**src/rtl/s2p_frame_ctrl.sv**
```systemverilog
// Serial-to-parallel sequencer: assembles 2**N framed serial bits, pulses load_en once per word,
// then holds the word (sin_ready low) until out_valid && out_ready consumes it.
module s2p_frame_ctrl #(
  parameter int unsigned N         = 4,
  parameter bit          MSB_FIRST = 1'b1
) (
  input  logic              clk,
  input  logic              rst_n,
  input  logic              sin,
  input  logic              sin_valid,
  input  logic              sync,
  output logic              sin_ready,
  output logic [2**N-1:0]   par_data,
  output logic              load_en,
  output logic              out_valid,
  input  logic              out_ready,
  output logic              frame_err,
  output logic [7:0]        frame_cnt
);
  localparam int unsigned W = 2**N;
  localparam logic [N-1:0] CNT_ONE  = N'(1);
  localparam logic [N-1:0] CNT_LAST = N'(W - 1);

  typedef enum logic [1:0] {IDLE, SHIFT, LOAD, HOLD} state_t;

  state_t       state_q, state_d;
  logic [N-1:0] cnt_q, cnt_d;
  logic [W-1:0] shreg_q, shreg_d;
  logic [W-1:0] shreg_next, shreg_first;
  logic         frame_err_q, frame_err_d;
  logic [7:0]   frame_cnt_q, frame_cnt_d;
  logic         accept;

  assign sin_ready = (state_q == IDLE) || (state_q == SHIFT);
  assign accept    = sin_valid && sin_ready;
  assign par_data  = shreg_q;
  assign load_en   = (state_q == LOAD);
  assign out_valid = (state_q == HOLD);
  assign frame_err = frame_err_q;
  assign frame_cnt = frame_cnt_q;

  // A restarting frame begins from a cleared register so no stale bits survive.
  always_comb begin
    shreg_next  = shreg_q;
    shreg_first = '0;
    if (MSB_FIRST) begin
      shreg_next  = {shreg_q[W-2:0], sin};
      shreg_first = {{(W-1){1'b0}}, sin};
    end else begin
      shreg_next  = {sin, shreg_q[W-1:1]};
      shreg_first = {sin, {(W-1){1'b0}}};
    end
  end

  always_comb begin
    state_d     = state_q;
    cnt_d       = cnt_q;
    shreg_d     = shreg_q;
    frame_err_d = 1'b0;
    frame_cnt_d = frame_cnt_q;
    case (state_q)
      IDLE: begin
        if (accept && sync) begin
          shreg_d = shreg_first;
          cnt_d   = CNT_ONE;
          state_d = SHIFT;
        end
      end
      SHIFT: begin
        if (accept && sync) begin
          shreg_d     = shreg_first;
          cnt_d       = CNT_ONE;
          frame_err_d = 1'b1;
        end else if (accept) begin
          shreg_d = shreg_next;
          cnt_d   = cnt_q + CNT_ONE;   // wraps to 0 on the final bit
          if (cnt_q == CNT_LAST) state_d = LOAD;
        end
      end
      LOAD: begin
        frame_cnt_d = frame_cnt_q + 8'd1;
        state_d     = HOLD;
      end
      HOLD: begin
        if (out_ready) state_d = IDLE;
      end
      default: state_d = IDLE;
    endcase
  end

  always_ff @(posedge clk or negedge rst_n) begin
    if (!rst_n) begin
      state_q     <= IDLE;
      cnt_q       <= '0;
      shreg_q     <= '0;
      frame_err_q <= 1'b0;
      frame_cnt_q <= 8'd0;
    end else begin
      state_q     <= state_d;
      cnt_q       <= cnt_d;
      shreg_q     <= shreg_d;
      frame_err_q <= frame_err_d;
      frame_cnt_q <= frame_cnt_d;
    end
  end

endmodule

```
**config.mk**
```make
export PLATFORM = sky130hd
export DESIGN_NAME = s2p_frame_ctrl
export DESIGN_NICKNAME = d
export VERILOG_FILES = /design/src/rtl/s2p_frame_ctrl.sv
export SDC_FILE = /design/constraint.sdc
export NUM_CORES = 1
export LEC_CHECK = 0
export CAP_MARGIN = 10
export CORE_ASPECT_RATIO = 1.4
export CORE_MARGIN = 2
export CORE_UTILIZATION = 25
export CTS_CLUSTER_DIAMETER = 120
export DETAILED_ROUTE_END_ITERATION = 10
export SYNTH_ARGS = -nofsm -noshare
export SYNTH_HDL_FRONTEND = slang
export SYNTH_SLANG_ARGS = --single-unit
export TNS_END_PERCENT = 50
```
**constraint.sdc**
```tcl
create_clock -name clk -period 1.7 [get_ports clk]
set_input_delay 0.34 -clock clk [delete_from_list [all_inputs] [get_ports clk]]
set_output_delay 0.34 -clock clk [all_outputs]
set_load 0.05 [all_outputs]
```
* Word level (Yosys, flattened, before mapping) *
Index checks and enable logic that the tools add are counted.

word-level totals
  register bits after elaboration = 31
  bits in latches = 0
  memory bits (writable) = 0
  bits in read-only memories = 0
  bits of input ports = 6
  output and inout bits = 28
  memories = 0

operators by class
  $add $sub $neg = 2
  $mul = 0
  div/mod/pow operators = 0
  $lt $le $gt $ge = 0
  equality and inequality tests = 10
  shift operators = 0
  mux-type cells = 16
  bitwise operators = 0
  reductions and logical operators = 7

operators by type and width
  kind                                                                     count
  16-bit two-way mux                                                       3
  16-bit case mux with 2 select lines                                      1
  4-bit two-way mux                                                        3
  2-bit two-way mux                                                        5
  8-bit by 1-bit adder with 8-bit output, second input constant            1
  2-bit case mux with 4 select lines                                       1
  4-bit case mux with 2 select lines                                       1
  2-bit by 1-bit inequality test with 1-bit output, second input constant  3
  5-bit AND reduction                                                      1
  4-bit by 1-bit adder with 4-bit output, second input constant            1
  2-bit == test, second input constant                                     2
  4-bit == test, second input constant                                     1
  2-bit inequality test, second input constant                             2
  3-bit by 2-bit inequality test with 1-bit output, second input constant  1
  3-bit AND reduction                                                      1
  2-bit by 1-bit == test with 1-bit output, second input constant          1
  1-bit logical AND                                                        2
  2-bit zero test                                                          1
  1-bit two-way mux                                                        2
  2-bit nonzero test                                                       1
  1-bit logical OR                                                         1

* Longest topological paths before layout *
  word-level depth = 6
  depth in mapped cells = 7
  gate-level depth less buffers = 6

* Least setup slack after synthesis *
OpenSTA, ideal clock, no wires.

  path type = register -> register
  from = register state_q[0]
  to = register frame_cnt_q[7], in the netlist frame_cnt[7]
  setup time = 82 ps
  data arrival time = 1660 ps
  required time = 1618 ps
  path slack = -42 ps
  cell stages (with the launch flop) = 7
  period minus slack after synthesis = 1742 ps
  cell sequence = dfrtp_1 inv_1 ha_1 buf_2 nand4_1 nor2_1 xor2_1

between the ends
  word-level cells in the longest chain between the ends = 1

RTL lines
  what                    RTL line  source
  from (decl)             26        state_t state_q, state_d;
  from (signal assigned)  99        state_q <= state_d;
  2-bit == test           --
  via load_en             14        output logic load_en,
  to (signal assigned)    103       frame_cnt_q <= frame_cnt_d;
  to (decl)               31        logic [7:0] frame_cnt_q, frame_cnt_d;

The timed path passes the listed nets, and every way through them passes these cells.
A chain may end at the register's enable or synchronous reset.

* Worst setup path after layout *
  from = register state_q[0]
  to = output port sin_ready

between the ends
  word-level cells in the longest chain between the ends = 2

RTL lines
  what                                                                         RTL line  source
  2-bit by 1-bit == test with 1-bit output or 2-bit zero test (tied branches)  34        assign sin_ready = (state_q == IDLE) || (state_q == SHIFT);
  1-bit logical OR (*)                                                         34
  to (decl)                                                                    12        output logic sin_ready,

Mark *: on every way between the ends. The rest lies on a longest branch, timed or not.

==> impl_metrics.env <==
export IMPL_rsz0062_at_grt="no"
export IMPL_via_count=1011
export IMPL_synth_top_family_by_area="compound AO/OA/AOI/OAI gates"
export IMPL_syn_to_final_growth_pct=44.3
export IMPL_fin_cells=220
export IMPL_viasPerCell=4.60
export IMPL_grt_overflow=0
export IMPL_regArea_sq_um=777
export IMPL_setup_worst_path_end_class="output pin"
export IMPL_synth_seq_cells=31
export IMPL_finalSetupViolations=0
export IMPL_synth_simple_area_share_pct=10.4
export IMPL_crit_family="flip-flops"
export IMPL_h_tree_depth=2
export IMPL_drive_above_1_share_pct=38.3
export IMPL_nFillCells=532
export IMPL_dp_cells=209
export IMPL_p_per_area_mw_per_mm2=1890
export IMPL_grt_pass1_wl_mm=4.92
export IMPL_fin_tns_setup_ps=0
export IMPL_synthMuxAreaShare_pct=4.00
export IMPL_gp_congestion=0.734
export IMPL_track_usage_pct=10.3
export IMPL_ios=34
export IMPL_cts_buffer_depth=2
export IMPL_wirelength_mm=2.79
export IMPL_worstPathRequired_ps=1360
export IMPL_numClockSinks=31
export IMPL_cts_root_buf="clkbuf_8"
export IMPL_syn_nets=120
export IMPL_place_ws_ps=-71.6
export IMPL_peakVddDrop_uv=597
export IMPL_grt_pass1_vias=1044
export IMPL_synth_cells=108
export IMPL_slew_headroom_pct=74.5
export IMPL_ant_nets=0
export IMPL_drv_cap=0
export IMPL_cp_cell_sequence="ha_4, or2_4, buf_12"
export IMPL_worstMarginPinSlew_ps=382
export IMPL_slew_viol_final=0
export IMPL_crit_path_max_fanout=5
export IMPL_placed_area_sq_mm=0.00174
export IMPL_cts_clk_slew_worst_paths_ps=70
export IMPL_clock_latency_ps=270
export IMPL_skew_ps=5.90
export IMPL_slowest_delay_ps=440
export IMPL_initial_utilization_pct=25.9
export IMPL_synth_adder_area_share_pct=5.59
export IMPL_core_sq_mm=0.00520
export IMPL_antennaDiodeCount=0
export IMPL_die_h_um=90.7
export IMPL_grt_antenna_before_repair=0
export IMPL_arrival_ps=1300
export IMPL_grt_max_degree=32
export IMPL_synth_cell_type_count=30
export IMPL_status="completed"
export IMPL_fin_nets=165
export IMPL_rows=31
export IMPL_post_drt_wl_per_cell_um=12.7
export IMPL_post_route_period_util_pct=96.6
export IMPL_synthXorXnorAreaFrac_pct=4.56
export IMPL_hold_path_class="input pin to asynchronous set/reset pin"
export IMPL_mappedNetlistArea_sq_mm=0.00134
export IMPL_synth_compound_area_share_pct=14.7
export IMPL_critPathSlowestCell="dfrtp_2"
export IMPL_multi_input_area_sq_um=586
export IMPL_setup_ws_ps=57.3
export IMPL_post_route_min_period_ps=1640
export IMPL_die_x_um=66.0
export IMPL_cts_tree="built"
export IMPL_critPathKind="register to output pin"
export IMPL_drc=0
export IMPL_max_freq_ghz=0.609
export IMPL_postSynthAreaPerCell_sq_um=12.4
export IMPL_cts_made_buffers=5
export IMPL_finish_instance_area_sq_mm=0.00194
export IMPL_critPathBufInv=1
export IMPL_hold_viol=0
export IMPL_startpoint_type="register"
export IMPL_dieArea_sq_mm=0.00599
export IMPL_first_pass_iters=4
export IMPL_dpl_hpwl_mm=2.03
export IMPL_yosys_warnings=0
export IMPL_cts_hold_buf=0
export IMPL_drt_iter0_markers=68
export IMPL_numPortBuffers=33
export IMPL_seq_area_frac_synth_pct=57.7
export IMPL_leakagePower_nw=0.922
[cell families after synthesis]
group                      after synthesis
xor gates and xnor gates                 7
and+or+nand+nor                         26
muxes                                    5
AOI/OAI and AO/OA                       26
DFF                                     31
adders and majority gates                6
buffers and inverters                    7
[final cells by class]
cell class                      count  share of cell area (%)
Timing Repair Buffer               42                    18.8
Multi-Input combinational cell     70                    30.2
Tap cell                           66                    4.26
Sequential cell                    31                    40.1
Inverter                            3                   0.581
Clock buffer                        6                    4.26
Clock inverter                      2                    1.81
[state kept, by name, indices dropped and copies added, names as in the netlist]
name,flops
state_q,2
frame_cnt,8
frame_err,1
cnt_q,4
par_data,16
[stage by stage]
step                total power [W]  utilization, %  hold slack (ps)
finish                      0.00366            37.3              450
global route                0.00389            37.3              491
CTS                         0.00367            37.0              467
detailed placement          0.00277            33.5              472
global placement            0.00272            33.5              477
floorplan                   0.00217               -             44.4
[final timing paths]
kind	start	end	slack [ps]	depth (start not counted)
worst max register to register	state_q[1]	state_q[1]	110	7
max in group asynchronous	rst_n	state_q[0]	940	2
worst min-delay path	rst_n	par_data[12]	450	2
worst min register to register	frame_cnt[7]	frame_cnt[7]	480	1
min in group clk	frame_cnt[7]	frame_cnt[7]	480	1
worst max-delay path	state_q[0]	sin_ready	60	3
[layer usage]
| layer | share of wire (%) | global-route usage [%] |
|---|---|---|
| met4 | 0.97 | 4.76 |
| met3 | 3.0 | 2.49 |
| met5 | 0 | 0 |
| met2 | 54 | 16.9 |
| met1 | 42 | 12.6 |
[repair_timing]
item / in CTS / in global routing
buffers inserted: 3 / 0
endpoints found under the setup margin: 2 / 4
gates resized for setup: 8 / 4
[cell usage in the layout, fill, tap and decap left out, types with 2 or more instances in the layout]
cell	Yosys	layout
nor3b_1	2	2
o21ai_0	3	3
a21oi_1	4	4
ha_1	6	2
buf_4	1	34
clkdlybuf4s50_1	0	5
dfrtp_1	31	30
nand4_1	3	3
clkbuf_8	0	6
nand3_1	2	2
nor2_1	5	5
inv_2	1	3
a22o_1	16	16
nor2b_1	2	2
mux2_2	2	2
buf_12	0	3
xnor2_1	4	4
nand2_1	6	6
xor2_1	3	3
ha_4	0	4
mux2i_1	2	2
[cells in the mapped netlist (all sizes together)]
| cell type | n | area share (%) |
|---|---|---|
| dfrtp | 31 | 58 |
| a22o | 16 | 10 |
| nand2 | 7 | 2.1 |
| ha | 6 | 5.6 |
| nor2 | 6 | 2.2 |
| o21ai | 5 | 2.1 |
| a21oi | 4 | 1.5 |
| buf | 4 | 2.1 |
| xnor2 | 4 | 2.6 |
| inv | 3 | 0.84 |
| mux2 | 3 | 2.5 |
| nand4 | 3 | 1.4 |
| xor2 | 3 | 2.0 |
| mux2i | 2 | 1.5 |
| nand3 | 2 | 0.74 |
| nor2b | 2 | 0.93 |
| nor3b | 2 | 1.1 |
| and3 | 1 | 0.47 |
| nand3b | 1 | 0.56 |
| nor3 | 1 | 0.37 |
| o2bb2ai | 1 | 0.65 |
| or2 | 1 | 0.47 |
[power breakdown]
group	total [W]	internal, W	switching, W
combinational	0.00183	0.000796	0.00103
sequential	0.00109	0.000914	0.000177
clock	0.000738	0.000474	0.000265
total	0.00366	0.00218	0.00148
(Power assumes the default switching activity.)
